--- src/rtl/crtc_bus_arbiter.sv ---
// Main-RAM bus arbiter between the Z80 CPU and the CRTC row-buffer DMA.
// Optional statistics registers are built when CRTC_ARB_STATS_EN is defined.
module crtc_bus_arbiter #(
    parameter int ADR_W    = 17,
    parameter int MAX_WAIT = 64,
    parameter int MIN_GAP  = 8
) (
    input  logic             clk,
    input  logic             rst_n,
    input  logic             dma_req,
    output logic             dma_ack,
    input  logic [ADR_W-1:0] dma_adr,
    input  logic [ADR_W-1:0] cpu_adr,
    input  logic             cpu_mreq_n,
    input  logic             cpu_wr_n,
    output logic             cpu_busrq_n,
    input  logic             cpu_busak_n,
    output logic [ADR_W-1:0] ram_adr,
    output logic             ram_we,
    input  logic             late_clr,
    output logic             late,
    output logic             dma_busy,
    output logic [15:0]      stat_grants,
    output logic [7:0]       stat_maxwait
);

    typedef enum logic [2:0] {
        ST_IDLE    = 3'd0,
        ST_ASSERT  = 3'd1,
        ST_GRANT   = 3'd2,
        ST_RELEASE = 3'd3,
        ST_GAP     = 3'd4
    } state_t;

    localparam logic [7:0] MAX_WAIT_C = 8'(MAX_WAIT);
    localparam logic [7:0] MIN_GAP_C  = 8'(MIN_GAP);

    state_t     state_r;
    state_t     next_s;
    logic [7:0] wait_cnt_r;
    logic [7:0] gap_cnt_r;
    logic [7:0] wait_inc_s;
    logic       late_set_s;
    logic       busrq_n_r;
    logic       ack_r;
    logic       busy_r;
    logic       late_r;

    assign wait_inc_s = (wait_cnt_r == 8'hFF) ? 8'hFF : (wait_cnt_r + 8'd1);
    assign late_set_s = (state_r == ST_ASSERT) && (wait_inc_s == MAX_WAIT_C);

    // Next-state decode for the bus handshake.
    always_comb begin
        next_s = state_r;
        case (state_r)
            ST_IDLE: begin
                if (dma_req) next_s = ST_ASSERT;
                else         next_s = ST_IDLE;
            end
            ST_ASSERT: begin
                if (!cpu_busak_n)  next_s = ST_GRANT;
                else if (!dma_req) next_s = ST_RELEASE;
                else               next_s = ST_ASSERT;
            end
            ST_GRANT: begin
                if (!dma_req) next_s = ST_RELEASE;
                else          next_s = ST_GRANT;
            end
            ST_RELEASE: begin
                if (cpu_busak_n) next_s = (MIN_GAP_C == 8'd0) ? ST_IDLE : ST_GAP;
                else             next_s = ST_RELEASE;
            end
            ST_GAP: begin
                if (gap_cnt_r <= 8'd1) next_s = ST_IDLE;
                else                   next_s = ST_GAP;
            end
            default: next_s = ST_IDLE;
        endcase
    end

    // State, registered handshake outputs and wait/gap counters.
    always_ff @(posedge clk or negedge rst_n) begin
        if (!rst_n) begin
            state_r    <= ST_IDLE;
            busrq_n_r  <= 1'b1;
            ack_r      <= 1'b0;
            busy_r     <= 1'b0;
            wait_cnt_r <= 8'd0;
            gap_cnt_r  <= 8'd0;
        end else begin
            state_r   <= next_s;
            busrq_n_r <= !((next_s == ST_ASSERT) || (next_s == ST_GRANT));
            ack_r     <= (next_s == ST_GRANT);
            busy_r    <= (next_s != ST_IDLE);
            if (state_r == ST_IDLE && next_s == ST_ASSERT) wait_cnt_r <= 8'd0;
            else if (state_r == ST_ASSERT)                 wait_cnt_r <= wait_inc_s;
            else                                           wait_cnt_r <= wait_cnt_r;
            if (state_r == ST_RELEASE && next_s == ST_GAP)       gap_cnt_r <= MIN_GAP_C;
            else if (state_r == ST_GAP && gap_cnt_r != 8'd0)     gap_cnt_r <= gap_cnt_r - 8'd1;
            else                                                 gap_cnt_r <= gap_cnt_r;
        end
    end

    // Sticky late flag; a set in the same cycle as a clear wins.
    always_ff @(posedge clk or negedge rst_n) begin
        if (!rst_n)          late_r <= 1'b0;
        else if (late_set_s) late_r <= 1'b1;
        else if (late_clr)   late_r <= 1'b0;
        else                 late_r <= late_r;
    end

`ifdef CRTC_ARB_STATS_EN
    logic [15:0] grants_r;
    logic [7:0]  maxwait_r;

    // Burst count and worst-case grant latency.
    always_ff @(posedge clk or negedge rst_n) begin
        if (!rst_n) begin
            grants_r  <= 16'd0;
            maxwait_r <= 8'd0;
        end else begin
            if (state_r == ST_GRANT && next_s == ST_RELEASE) grants_r <= grants_r + 16'd1;
            else                                             grants_r <= grants_r;
            if (state_r == ST_ASSERT && next_s == ST_GRANT && wait_inc_s > maxwait_r)
                maxwait_r <= wait_inc_s;
            else
                maxwait_r <= maxwait_r;
        end
    end

    assign stat_grants  = grants_r;
    assign stat_maxwait = maxwait_r;
`else
    assign stat_grants  = 16'd0;
    assign stat_maxwait = 8'd0;
`endif

    assign dma_ack     = ack_r;
    assign cpu_busrq_n = busrq_n_r;
    assign dma_busy    = busy_r;
    assign late        = late_r;
    // CPU strobes are masked while the DMA owns the bus.
    assign ram_adr     = (state_r == ST_GRANT) ? dma_adr : cpu_adr;
    assign ram_we      = !cpu_mreq_n && !cpu_wr_n && (state_r != ST_GRANT);

endmodule

--- config.mk ---
export PLATFORM = sky130hd
export DESIGN_NAME = crtc_bus_arbiter
export DESIGN_NICKNAME = d
export VERILOG_FILES = /design/src/rtl/crtc_bus_arbiter.sv
export SDC_FILE = /design/constraint.sdc
export NUM_CORES = 1
export LEC_CHECK = 0
export BUFFER_PORTS_ARGS = -buffer_cell sky130_fd_sc_hd__buf_2
export CAP_MARGIN = 10
export CORE_MARGIN = 1
export CORE_UTILIZATION = 30
export DETAILED_ROUTE_END_ITERATION = 8
export SLEW_MARGIN = 20
export SYNTH_ARGS = -nofsm -noshare
export SYNTH_HDL_FRONTEND = slang
export SYNTH_SLANG_ARGS = --single-unit
--- constraint.sdc ---
create_clock -name clk -period 1.8 [get_ports clk]
set_clock_uncertainty 0.1 [all_clocks]
set_input_delay 0.18 -clock clk [delete_from_list [all_inputs] [get_ports clk]]
set_output_delay 0.18 -clock clk [all_outputs]
set_load 0.005 [all_outputs]
==> impl_metrics.csv <==
group,metric,value,unit
die,initial_core_util,0.316,
run,maxCapViolCount,0,
sta,timing.final.hold_violations,0,
sta,layout_min_cycle_time,1840,ps
clocking,cts_root_buffer,"clkbuf_8",
logic_synthesis,synthesis.area,1760,µm²
logic_synthesis,syn_avg_cell_area,9.33,µm²
detailed_routing,drtPass1Iterations,4,
layout,multiInputGateArea,1080,µm²
die,die_w,78.7,µm
setup_path,critPathRequiredTime,1520,ps
logic_synthesis,ys.flop_type,"dfrtp_1",
sta,report.final.slew_viol_count,0,
detailed_routing,remaining_drc_errors,0,
die,coreArea,5570,µm²
setup_path,cp_max_fo,18,
layout,final_layout_size_suffix_gt1_frac,0.438,
sta,clock.fmax,544,MHz
logic_synthesis,ys_ff_latch,23,
setup_path,crit_type,"flip-flop to primary output",
global_routing,grt_pass1_wl,6170,µm
global_routing,antenna_found_initial,0,
layout,n_fill_cell,573,
setup_path,startpoint_type,"flip-flop",
global_routing,grt_util_all_layers,0.122,
layout,seqCellArea,577,µm²
sta,rsz0062_at_grt,"yes",
detailed_routing,initialDrtViolationCount,62,
worst_hold_path,hold_path.class,"input port to flip-flop",
sta,min_period_over_period,1.02,
logic_synthesis,synth_edf_count,0,
run_status,violations,"negative setup slack",
logic_synthesis,yosys.cell_count.top_type,"buf_4",
global_routing,grt_max_degree,24,
sta,holdWs,48.4,ps
die,num_rows,27,
layout,final_cell_area,2250,µm²
power,peakVddDrop,0.000771,V
layout,fin_nets,305,
power,cellPowerDensity,1350,nW/µm²
logic_synthesis,synth_common_cells,"buf_4 (24), nor2_1 (23), dfrtp_1 (22)",
logic_synthesis,ys_seq_area_frac,0.327,
power,p_leak,1.06,nW
global_routing,overflow,0,
logic_synthesis,synthCells,189,
logic_synthesis,async_flop_share,1.00,
clocking,clock_latency,260,ps
sta,setup_viol,17,
detailed_routing,vias_per_cell,4.50,
logic_synthesis,synth_top_area_share,0.312,
layout,antenna_cells,0,
detailed_routing,wl,3910,µm
sta,tightestPinTransition,537,ps
die,ioPinCount,87,
clocking,cts_sinks,23,
detailed_routing,num_vias,1493,
clocking,htree_num_levels,1,
sta,setup_ws,-39.1,ps
sta,slew_headroom,0.642,
logic_synthesis,synth_top_cells_by_area,"dfrtp_1 (31%), mux2_2 (11%), buf_4 (10%), nor2_1 (4.9%), a2111oi_4 (3.1%)",
placement,placed_cell_area,2110,µm²
detailed_routing,drt-wirelength-per-cell,11.8,µm
die,die_h,78.7,µm
placement,place_congestion,0.768,
clocking,clock_path_buffers,2,
clocking,cts_tree,"done",
run_status,outcome,"finished, violations left",
placement,hpwl,2960,µm
layout,syn_to_final_growth,27.5,%
global_routing,grt_pass1_vias,1375,
die,dieArea,6190,µm²
clocking,path_clk_slew,80,ps
logic_synthesis,ys_types,50,
clocking,cts_buffers,3,
setup_path,critPathArrivalTime,1560,ps
logic_synthesis,yosysWarnings,0,
detailed_routing,antenna_left,0,
logic_synthesis,yosys.area.top_type,"dfrtp_1",
placement,port_buffers,62,
setup_path,end_kind,"primary output",
==> state kept, by name, indices dropped and copies added (netlist names) <==
| name | flops |
|---|---|
| dma_ack | 1 |
| gap_cnt_r | 8 |
| state_r | 3 |
| dma_busy | 1 |
| cpu_busrq_n | 1 |
| wait_cnt_r | 8 |
| late | 1 |
==> critical path, stage by stage, from the launching register on <==
cell and delay (ps):
dfrtp_1 400, buf_6 150, nor2_4 120, buf_12 160, mux2_2 340, buf_2 120
==> power breakdown <==
group	internal (mW)	total, mW	leakage [nW]	switching [mW]
clock network	0.158	0.324	0.0228	0.166
logic	0.886	1.79	0.747	0.901
registers	0.717	0.921	0.294	0.205
total	1.76	3.03	1.06	1.27
==> per-layer routing <==
layer,global-route usage,vias to the layer above,part of all wire
met2,0.199,20,0.52
met5,0,-,0
met3,0.0256,4,0.022
met1,0.161,701,0.45
met4,0.0352,0,0.0074
li1,-,768,-
==> layout make-up <==
class / instances / area share
Clock buffer: 4 / 0.0200
Timing Repair Buffer: 76 / 0.193
Inverter: 7 / 0.0117
Sequential cell: 23 / 0.256
Multi-Input combinational cell: 150 / 0.479
Tap cell: 72 / 0.0400
==> what timing repair did <==
item	in CTS	in global routing
hold buffers	1	0
buffers inserted	2	0
pin swaps	0	2
endpoints found under the setup margin	17	26
hold endpoints to repair	22	0
resized for setup	3	11
==> cell families after synthesis <==
logic type | count (synthesis) | share of synthesized area
compound gates | 31 | 0.140
simple gates | 68 | 0.217
xor+xnor | 4 | 0.0199
flops | 23 | 0.327
fa+ha+maj | 3 | 0.0213
mux | 20 | 0.126
other cells | 1 | 0.00213
buf+inv | 39 | 0.147
==> cell usage in the layout (no fill, tap or decap), types with 2 or more instances in the layout <==
cell type,count
nand4_1,2
a2111oi_4,2
inv_1,7
buf_2,62
nor3_1,6
o21ai_1,2
buf_4,11
mux2_2,16
nand2_1,8
a211oi_1,2
nor2b_1,2
clkbuf_8,3
ha_1,2
a21oi_1,8
or3b_4,2
nand3_1,5
or3_1,2
and3_1,2
o21ai_0,6
dfrtp_1,22
a41o_1,2
nor3b_1,3
xnor2_1,3
conb_1,24
mux2i_1,3
nor2_1,22
==> worst paths after layout <==
| check | startpoint | to | slack [ps] | depth (start not counted) |
|---|---|---|---|---|
| max in group asynchronous | rst_n | dma_ack$_DFF_PN0_ | 910 | 2 |
| worst min-delay path | dma_req | cpu_busrq_n$_DFF_PN1_ | 50 | 2 |
| min in group asynchronous | rst_n | gap_cnt_r[1]$_DFFE_PN0P_ | 320 | 2 |
| worst max-delay path | state_r[2]$_DFF_PN0_ | ram_adr[14] | -40 | 5 |
| worst min register to register | gap_cnt_r[3]$_DFFE_PN0P_ | gap_cnt_r[3]$_DFFE_PN0P_ | 410 | 1 |
| worst max register to register | state_r[2]$_DFF_PN0_ | wait_cnt_r[5]$_DFFE_PN0P_ | 10 | 4 |
==> per-stage QoR <==
| step | total power, mW | cells | worst slack [ps] | util | setup TNS (ps) |
|---|---|---|---|---|---|
| final | 3.03 | 332 | -39.1 | 0.404 | -481 |
| after global routing | 3.28 | 332 | -101 | 0.404 | -1610 |
| after CTS | 2.95 | 332 | -40.5 | 0.395 | -522 |
| after detailed placement | 2.56 | 325 | 52.4 | 0.379 | 0 |
| after global placement | 2.54 | 325 | 88.1 | 0.379 | 0 |
| after floorplan | 2.05 | 212 | 25.6 | - | 0 |
Power figures use the tool's default switching activity.
